==> src/rtl/pe_mac_sequencer_if.sv <==
// pe_mac_sequencer_if: operand-memory read port, PE operand/MAC controls and output handshake.
interface pe_mac_sequencer_if #(parameter int ADDR_W = 16);
    logic              mem_rd;
    logic [ADDR_W-1:0] mem_addr;
    logic [31:0]       mem_rdata;
    logic [31:0]       datain;
    logic [2:0]        latency_counter;
    logic              write_mat;
    logic              mat_mux;
    logic              rst_add;
    logic              mac_ctrl;
    logic              rst_acc;
    logic              rst_pc;
    logic              mac_done;
    logic [1:0]        dimen_pe;
    logic              out_ready;
    logic              out_ack;

    modport master (
        output mem_rd, mem_addr, datain, latency_counter, write_mat, mat_mux, rst_add,
               mac_ctrl, rst_acc, rst_pc, dimen_pe, out_ready,
        input  mem_rdata, mac_done, out_ack
    );
    modport slave (
        input  mem_rd, mem_addr, datain, latency_counter, write_mat, mat_mux, rst_add,
               mac_ctrl, rst_acc, rst_pc, dimen_pe, out_ready,
        output mem_rdata, mac_done, out_ack
    );
endinterface

==> src/rtl/pe_mac_sequencer.sv <==
// pe_mac_sequencer: fetches A and B vectors into the PE operand buffers, runs the MAC,
// then holds the result until acknowledged and pulses done.
module pe_mac_sequencer #(
    parameter int N      = 16,
    parameter int ADDR_W = 16
) (
    input  logic              clk,
    input  logic              rst_n,
    input  logic              i_start,
    input  logic [1:0]        i_dimen,
    input  logic [ADDR_W-1:0] i_a_base,
    input  logic [ADDR_W-1:0] i_b_base,
    input  logic [ADDR_W-1:0] i_b_stride,
    output logic              o_busy,
    output logic              o_done,
    pe_mac_sequencer_if.master bus
);
    localparam int IW = $clog2(N) + 1;

    localparam logic [2:0] S_IDLE   = 3'd0;
    localparam logic [2:0] S_CLR_A  = 3'd1;
    localparam logic [2:0] S_LOAD_A = 3'd2;
    localparam logic [2:0] S_CLR_B  = 3'd3;
    localparam logic [2:0] S_LOAD_B = 3'd4;
    localparam logic [2:0] S_MAC    = 3'd5;
    localparam logic [2:0] S_OUT    = 3'd6;
    localparam logic [2:0] S_FIN    = 3'd7;

    logic [2:0]        r_state;
    logic [1:0]        r_dimen;
    logic [ADDR_W-1:0] r_b_base;
    logic [ADDR_W-1:0] r_b_stride;
    logic [ADDR_W-1:0] r_addr;
    logic [ADDR_W-1:0] r_last_addr;
    logic [2:0]        r_lat;
    logic [IW-1:0]     r_idx;

    logic [2:0]    w_next;
    logic [IW-1:0] w_len;
    logic          w_load;
    logic          w_clr;
    logic          w_step;
    logic          w_last;

    assign w_len  = IW'(2) << r_dimen;
    assign w_load = (r_state == S_LOAD_A) || (r_state == S_LOAD_B);
    assign w_clr  = (r_state == S_CLR_A) || (r_state == S_CLR_B);
    assign w_step = w_load && (r_lat == 3'd2);
    assign w_last = w_step && (r_idx == w_len - IW'(1));

    always_comb begin
        w_next = r_state;
        case (r_state)
            S_IDLE:   w_next = i_start ? S_CLR_A : S_IDLE;
            S_CLR_A:  w_next = S_LOAD_A;
            S_LOAD_A: w_next = w_last ? S_CLR_B : S_LOAD_A;
            S_CLR_B:  w_next = S_LOAD_B;
            S_LOAD_B: w_next = w_last ? S_MAC : S_LOAD_B;
            S_MAC:    w_next = bus.mac_done ? S_OUT : S_MAC;
            S_OUT:    w_next = bus.out_ack ? S_FIN : S_OUT;
            default:  w_next = S_IDLE;
        endcase
    end

    // r_addr walks A by 1, then is reloaded with B_BASE and walks B by the stride
    always_ff @(posedge clk or negedge rst_n) begin
        if (!rst_n) begin
            r_state     <= S_IDLE;
            r_dimen     <= '0;
            r_b_base    <= '0;
            r_b_stride  <= '0;
            r_addr      <= '0;
            r_last_addr <= '0;
            r_lat       <= '0;
            r_idx       <= '0;
        end else begin
            r_state <= w_next;
            if (r_state == S_IDLE && i_start) begin
                r_dimen    <= i_dimen;
                r_b_base   <= i_b_base;
                r_b_stride <= i_b_stride;
                r_addr     <= i_a_base;
            end
            if (w_clr) begin
                r_lat <= '0;
                r_idx <= '0;
            end else if (w_load) begin
                r_lat <= (r_lat == 3'd2) ? 3'd0 : r_lat + 3'd1;
                if (w_step) r_idx <= r_idx + IW'(1);
            end
            if (r_state == S_CLR_B) r_addr <= r_b_base;
            else if (w_step) r_addr <= r_addr + ((r_state == S_LOAD_A) ? ADDR_W'(1) : r_b_stride);
            if (bus.mem_rd) r_last_addr <= r_addr;
        end
    end

    assign bus.mem_rd          = w_load && (r_lat == 3'd0);
    assign bus.mem_addr        = bus.mem_rd ? r_addr : r_last_addr;
    assign bus.datain          = bus.mem_rdata;
    assign bus.latency_counter = r_lat;
    assign bus.write_mat       = w_load;
    assign bus.mat_mux         = (r_state == S_CLR_A) || (r_state == S_LOAD_A);
    assign bus.rst_add         = w_clr;
    assign bus.rst_acc         = (r_state == S_CLR_A);
    assign bus.rst_pc          = (r_state == S_CLR_A);
    assign bus.mac_ctrl        = (r_state == S_MAC) && !bus.mac_done;
    assign bus.dimen_pe        = r_dimen;
    assign bus.out_ready       = (r_state == S_OUT);
    assign o_busy              = (r_state != S_IDLE);
    assign o_done              = (r_state == S_FIN);
endmodule

==> src/flat_wrapper.sv <==
// flat-port wrapper written by rule: the top's interface ports become plain ports
module pe_mac_sequencer_flat 
#(
    parameter int N      = 16,
    parameter int ADDR_W = 16
)
  (clk, rst_n, i_start, i_dimen, i_a_base, i_b_base, i_b_stride, o_busy, o_done, bus_mem_rd, bus_mem_addr, bus_datain, bus_latency_counter, bus_write_mat, bus_mat_mux, bus_rst_add, bus_mac_ctrl, bus_rst_acc, bus_rst_pc, bus_dimen_pe, bus_out_ready, bus_mem_rdata, bus_mac_done, bus_out_ack);
  pe_mac_sequencer_if #(.ADDR_W(ADDR_W)) bus_i ();
  input  logic clk;
  input  logic rst_n;
  input  logic i_start;
  input  logic [1:0] i_dimen;
  input  logic [ADDR_W-1:0] i_a_base;
  input  logic [ADDR_W-1:0] i_b_base;
  input  logic [ADDR_W-1:0] i_b_stride;
  output logic o_busy;
  output logic o_done;
  output wire logic [$bits(bus_i.mem_rd)-1:0] bus_mem_rd;
  output wire logic [$bits(bus_i.mem_addr)-1:0] bus_mem_addr;
  output wire logic [$bits(bus_i.datain)-1:0] bus_datain;
  output wire logic [$bits(bus_i.latency_counter)-1:0] bus_latency_counter;
  output wire logic [$bits(bus_i.write_mat)-1:0] bus_write_mat;
  output wire logic [$bits(bus_i.mat_mux)-1:0] bus_mat_mux;
  output wire logic [$bits(bus_i.rst_add)-1:0] bus_rst_add;
  output wire logic [$bits(bus_i.mac_ctrl)-1:0] bus_mac_ctrl;
  output wire logic [$bits(bus_i.rst_acc)-1:0] bus_rst_acc;
  output wire logic [$bits(bus_i.rst_pc)-1:0] bus_rst_pc;
  output wire logic [$bits(bus_i.dimen_pe)-1:0] bus_dimen_pe;
  output wire logic [$bits(bus_i.out_ready)-1:0] bus_out_ready;
  input wire logic [$bits(bus_i.mem_rdata)-1:0] bus_mem_rdata;
  input wire logic [$bits(bus_i.mac_done)-1:0] bus_mac_done;
  input wire logic [$bits(bus_i.out_ack)-1:0] bus_out_ack;
  assign bus_mem_rd = bus_i.mem_rd;
  assign bus_mem_addr = bus_i.mem_addr;
  assign bus_datain = bus_i.datain;
  assign bus_latency_counter = bus_i.latency_counter;
  assign bus_write_mat = bus_i.write_mat;
  assign bus_mat_mux = bus_i.mat_mux;
  assign bus_rst_add = bus_i.rst_add;
  assign bus_mac_ctrl = bus_i.mac_ctrl;
  assign bus_rst_acc = bus_i.rst_acc;
  assign bus_rst_pc = bus_i.rst_pc;
  assign bus_dimen_pe = bus_i.dimen_pe;
  assign bus_out_ready = bus_i.out_ready;
  assign bus_i.mem_rdata = bus_mem_rdata;
  assign bus_i.mac_done = bus_mac_done;
  assign bus_i.out_ack = bus_out_ack;
  pe_mac_sequencer #(.N(N), .ADDR_W(ADDR_W)) u_core (.clk(clk), .rst_n(rst_n), .i_start(i_start), .i_dimen(i_dimen), .i_a_base(i_a_base), .i_b_base(i_b_base), .i_b_stride(i_b_stride), .o_busy(o_busy), .o_done(o_done), .bus(bus_i));
endmodule
==> config.mk <==
export PLATFORM = sky130hd
export DESIGN_NAME = pe_mac_sequencer_flat
export DESIGN_NICKNAME = d
export VERILOG_FILES = /design/src/rtl/pe_mac_sequencer_if.sv /design/src/rtl/pe_mac_sequencer.sv /design/src/flat_wrapper.sv
export SDC_FILE = /design/constraint.sdc
export NUM_CORES = 1
export LEC_CHECK = 0
export CORE_MARGIN = 5
export CORE_UTILIZATION = 43
export CTS_BUF_LIST = sky130_fd_sc_hd__clkbuf_4 sky130_fd_sc_hd__clkbuf_8
export DETAILED_ROUTE_END_ITERATION = 8
export GPL_TIMING_DRIVEN = 0
export MAX_ROUTING_LAYER = met4
export PLACE_DENSITY = 0.79
export SLEW_MARGIN = 20
export SYNTH_ARGS = -nofsm -noshare
export SYNTH_HDL_FRONTEND = slang
export SYNTH_SLANG_ARGS = --single-unit
export TNS_END_PERCENT = 20
==> constraint.sdc <==
create_clock -name clk -period 3.1 [get_ports clk]
set_input_delay 0.62 -clock clk [delete_from_list [all_inputs] [get_ports clk]]
set_output_delay 0.62 -clock clk [all_outputs]
set_load 0.05 [all_outputs]
=== Word-level counts from Yosys, hierarchy flattened ===
Index checks and enable logic that the tools add are counted.

* Bits of input ports: 87
* Output and inout port bits: 63
* Logic and storage cells: 55
* Register bits: 77

* Shift operators: 1
* Equality and inequality tests: 9
* Mux-type cells: 17
* Add/subtract/negate cells: 4
* Reduce and logical (&&, ||, !) cells: 16

{| class="wikitable"
|+ Operators by type and width
! cell !! count
|-
| two-way mux 16 bit || 5
|-
| one-hot mux 3 bit (7 select lines) || 1
|-
| adder 16 bit || 1
|-
| two-way mux 5 bit || 3
|-
| == test 3 bit, second input constant || 4
|-
| == test 3 x 2 -> 1 bit, second input constant || 3
|-
| two-way mux 3 bit || 3
|-
| logical NOT 3 bit || 2
|-
| nonzero test 3 bit || 2
|-
| adder 5 x 1 -> 5 bit, second input constant || 1
|-
| == test 5 bit || 1
|-
| logical AND 1 bit || 5
|-
| << shifter 2 x 2 -> 5 bit, first input constant || 1
|-
| subtractor 5 x 1 -> 5 bit, second input constant || 1
|-
| two-way mux 1 bit || 4
|-
| nonzero test 2 bit || 2
|-
| adder 3 x 1 -> 3 bit, second input constant || 1
|-
| == test 3 x 1 -> 1 bit, second input constant || 1
|-
| logical OR 1 bit || 3
|-
| two-way mux 2 bit || 1
|-
| AND reduction 2 bit || 1
|-
| logical NOT 1 bit || 1
|}

=== Longest topological paths before layout ===
* Word-level depth: 6
* Depth in mapped cells: 13
* Depth with buffers taken out: 11

=== Worst setup path after synthesis ===
Ideal clock, no wire load.

* Kind: reg-to-reg
* Start point: reg u_core.r_state[0]
* End point: reg u_core.r_addr[15]
* Required time: 2974 ps
* Slack: 181 ps
* Arrival time: 2793 ps
* Stages on the path, launching flop included: 14
* Cells stage by stage: dfrtp_1 -> clkbuf_1 -> nand2b_1 -> nor2_1 -> clkbuf_1 -> nor2b_1 -> ha_1 -> clkbuf_1 -> a21oi_1 -> o21a_1 -> o211a_1 -> o31ai_4 -> xnor2_1 -> a221o_1

* Word-level cells in the longest chain between the ends: 5
* Elaborated cells on any way between the ends: 12
* Those cells by class: add/sub: 1; eq/ne: 3; mux: 3; reduce/logical: 5

{| class="wikitable"
|+ RTL lines
! what !! line !! text
|-
| start: declaration || pe_mac_sequencer.sv:29 || <nowiki>logic [2:0] r_state;</nowiki>
|-
| start signal: assignment || pe_mac_sequencer.sv:77 || <nowiki>r_state <= w_next;</nowiki>
|-
| == test 3 x 2 -> 1 bit or == test 3 bit (tied branches) || pe_mac_sequencer.sv:46, pe_mac_sequencer.sv:92 ||
|-
| two-way mux 16 bit or logical OR 1 bit (tied branches) || pe_mac_sequencer.sv:92, pe_mac_sequencer.sv:46 ||
|-
| adder 16 bit or logical AND 1 bit (tied branches) || pe_mac_sequencer.sv:92, pe_mac_sequencer.sv:48 ||
|-
| two-way mux 16 bit || pe_mac_sequencer.sv:92 || <nowiki>else if (w_step) r_addr <= r_addr + ((r_state == S_LOAD_A) ? ADDR_W'(1) : r_b_stride);</nowiki>
|-
| two-way mux 16 bit || pe_mac_sequencer.sv:91 || <nowiki>if (r_state == S_CLR_B) r_addr <= r_b_base;</nowiki>
|-
| end signal: assignment || pe_mac_sequencer.sv:82 || <nowiki>r_addr <= i_a_base;</nowiki>
|-
| end signal: assignment || pe_mac_sequencer.sv:91 ||
|-
| end signal: assignment || pe_mac_sequencer.sv:92 ||
|-
| end: declaration || pe_mac_sequencer.sv:33 || <nowiki>logic [ADDR_W-1:0] r_addr;</nowiki>
|}

Parallel ways exist; a longest one is shown, timed or not.
A chain may end at the register's enable or synchronous reset.

=== Worst setup path in the final report ===
* Start point: reg u_core.r_state[2]
* End point: out bus_mem_addr[13]

* Word-level cells in the longest chain between the ends: 4
* Elaborated cells on any way between the ends: 5
* Those cells by class: eq/ne: 2; mux: 1; reduce/logical: 2

{| class="wikitable"
|+ RTL lines
! what !! line !! text
|-
| == test 3 x 2 -> 1 bit or == test 3 bit (tied branches) || pe_mac_sequencer.sv:46 || <nowiki>assign w_load = (r_state == S_LOAD_A) || (r_state == S_LOAD_B);</nowiki>
|-
| logical OR 1 bit (*) || pe_mac_sequencer.sv:46 ||
|-
| logical AND 1 bit (*) || pe_mac_sequencer.sv:97 || <nowiki>assign bus.mem_rd = w_load && (r_lat == 3'd0);</nowiki>
|-
| two-way mux 16 bit (*) || pe_mac_sequencer.sv:98 || <nowiki>assign bus.mem_addr = bus.mem_rd ? r_addr : r_last_addr;</nowiki>
|-
| end: declaration || flat_wrapper.sv:19 || <nowiki>output wire logic [$bits(bus_i.mem_addr)-1:0] bus_mem_addr;</nowiki>
|}

Mark *: on every way between the ends. The rest lies on a longest branch, timed or not.

==> results_dict.tcl <==
set metrics [dict create \
    via_count 3854 \
    synth_top_area_cell "dfrtp_1" \
    tritoncts_num_sinks 77 \
    switchingPower_mw 3.49 \
    power_mw 7.08 \
    gp_congestion 0.889 \
    first_pass_iters 5 \
    worstSetupPathType "flop to output port" \
    synth_area_um2 4390 \
    ys_top_cells_by_count "nand2_1 (136), dfrtp_1 (77), buf_4 (33), a21oi_1 (27), nor2_1 (24)" \
    crit_arrival_ps 2450 \
    synthFlopType "dfrtp_1" \
    wirelength_mm 12.0 \
    vdd_drop_max_mv 0.695 \
    grt_usage_pct 20.5 \
    synth.avg_cell_area_um2 8.92 \
    drc 0 \
    p_seq_share_pct 25.1 \
    startpoint "u_core.r_state[2]$_DFF_PN0_" \
    antenna_left 0 \
    slew_headroom_pct 61.2 \
    maxCapViolCount 0 \
    grt_max_degree 57 \
    areaGrowthSynthToFinish_pct 35.8 \
    clkPwrFrac_pct 11.4 \
    clock_skew_ps 7.79 \
    hold_path.class "input pin to async pin" \
    r2r_cells 10 \
    synth_fp_nets 596 \
    die_w_um 111 \
    p_comb_share_pct 63.5 \
    final-max-slew-violation-count 0 \
    layout.nets 722 \
    synth_seq_cells 77 \
    die_height_um 111 \
    powerDensity_nw_per_um2 1190 \
    dp_slack_ps -449 \
    portBuffers 117 \
    synthArstFlopShare_pct 100 \
    utilization_pct 60.4 \
    highest_layer "met4" \
    cts_buffers 9 \
    core_um2 9860 \
    min_period_ps 3070 \
    finalCritPeriodShare_pct 99.1 \
    antenna_found_initial 0 \
    boundaryPins 150 \
    wl_met1_mm 5.18 \
    wl_per_cell_um 15.9 \
    ys_top_cells_by_area "dfrtp_1 (44%), nand2_1 (12%), buf_4 (5.6%), ha_1 (4.6%), mux2_1 (4.4%)" \
    grt_pass1_wl_mm 20.1 \
    dieArea_um2 12300 \
    viasPerCell 5.10 \
    synth_top_area_share_pct 43.9 \
    setup_viol 0 \
    switching_share_pct 49.2 \
    start_util_pct 44.5 \
    wl_met3_um 788 \
    reg2reg_from "u_core.r_state[0]$_DFF_PN0_" \
    root_buffer "clkbuf_8" \
    route.met2.wl_mm 5.84 \
    clk_pin_slew_worst_paths_ps 70 \
    rows 36 \
    grt-ovfl-total 0 \
    place_hpwl_mm 9.31 \
    crit_fanout 10 \
    synth_most_common_cell "nand2_1" \
    hold_viol_final 0 \
    clk_path_buf_depth 2 \
    netlist_instances 492 \
    cts_hold_buf 0 \
    synth_edf_count 0 \
    worst_pin_slew_ps 581 \
    cts_tree "done" \
    grt_pass1_vias 4070 \
    p_int_mw 3.60 \
    dr.first_iter.drc_count 195 \
    status "completed" \
    antenna_cells 0 \
    cts_max_level 3 \
    cp-end-kind "output port" \
    fmax_ghz 0.326 \
    clk_latency_ps 350 \
    drive_gt1_share_pct 15.2 \
    crit_required_ps 2480 \
    worst_slack_ps 28.7 \
    yosys.cell_types.count 46 \
    rsz0062_at_grt "yes" \
    critPathLaunchType "flop" \
    yosysSeqAreaShare_pct 43.9 \
    power_leakage_nw 2.80 \
    yosysWarnings 0 \
]
==> sequential cells by signal, indices dropped and copies added, names as in the netlist <==
name,flops
u_core.r_state,3
u_core.r_addr,16
u_core.r_idx,5
u_core.r_b_stride,16
u_core.r_b_base,16
u_core.r_last_addr,16
u_core.bus.latency_counter,3
u_core.bus.dimen_pe,2
==> cells in the final DEF (no fill, tap or decap), types with 3 or more instances in the layout <==
cell type,instances
buf_2,13
ha_1,16
o22ai_1,10
nand3_1,9
mux2_1,15
clkbuf_1,8
nand4_1,6
xor2_1,10
o211ai_1,4
inv_1,8
and3_1,3
clkbuf_8,12
buf_4,41
nor2_1,23
a21o_1,4
nor2b_1,14
a21oi_1,26
o21ai_1,11
clkdlybuf4s50_1,99
o22a_1,5
dfrtp_1,76
nor3_1,5
o21ai_0,8
nand2_1,136
clkbuf_2,5
xnor2_1,9
==> routing by layer <==
| layer | track usage (%) | vias to the layer above |
|---|---|---|
| li1 | - | 1885 |
| met2 | 33.3 | 137 |
| met5 | - | - |
| met3 | 5.62 | 15 |
| met1 | 25.5 | 1817 |
| met4 | 5.68 | 0 |
==> kinds of logic after synthesis <==
logic type / Yosys count / share of synthesized area [%]
AND/OR/NAND/NOR: 206 / 20.0
AO/OA/AOI/OAI: 89 / 13.7
flip-flops: 77 / 43.9
buffers and inverters: 66 / 8.98
XOR/XNOR: 20 / 3.99
multiplexers: 17 / 4.36
adder cells (fa/ha/maj): 17 / 5.02
==> worst max-delay path, cell delays in order (launching register included) <==
cell and delay [ps]:
dfrtp_1 370, buf_2 180, xor2_2 210, nor2b_2 160, buf_4 140, and3_1 180
buf_6 160, buf_12 150, mux2_1 340, buf_2 220
==> metrics by stage <==
stage	cell area (um^2)	TNS (ps)	std cells	hold WS [ps]
2_1_floorplan	4390	0	492	324
3_3_place_gp	5730	-96440	742	456
3_5_place_dp	5750	-4280	743	462
4_1_cts	5950	-173	757	150
5_1_grt	5960	-1160	756	161
6_report	5960	0	756	157
==> final timing paths <==
path,endpoint,slack [ps]
max,bus_mem_addr[13],30
min,u_core.r_idx[4]$_DFFE_PN0P_,160
max reg2reg,u_core.r_addr[15]$_DFFE_PN0P_,120
min reg2reg,u_core.r_b_stride[3]$_DFFE_PN0P_,470
max in group asynchronous,u_core.r_b_stride[6]$_DFFE_PN0P_,2380
min in group clk,u_core.r_b_stride[3]$_DFFE_PN0P_,470
==> timing repair <==
item,CTS,global route
setup buffers,0,1
setup endpoints to repair,28,25
gates resized for setup,71,21
cloned,0,0
pin swaps,0,2
==> final cells by class <==
| class | instances | area (um^2) |
|---|---|---|
| fill | 859 | 3900 |
| inverter | 8 | 30.0 |
| multi-input combinational | 349 | 2100 |
| sequential | 77 | 1930 |
| tap | 133 | 166 |
| buffer | 54 | 367 |
| clock inverter | 3 | 42.5 |
| clock buffer | 13 | 173 |
| timing repair buffer | 119 | 1150 |
==> power groups by stage <==
| stage | registers (mW) | clock network, mW | logic [mW] |
|---|---|---|---|
| after floorplan | 1.77 | 0 | 3.25 |
| after global placement | 1.76 | 0 | 4.41 |
| after detailed placement | 1.78 | 0 | 4.49 |
| after CTS | 1.78 | 0.828 | 4.45 |
| after global routing | 1.83 | 0.869 | 4.91 |
| final | 1.78 | 0.807 | 4.50 |
(Power assumes the default switching activity.)
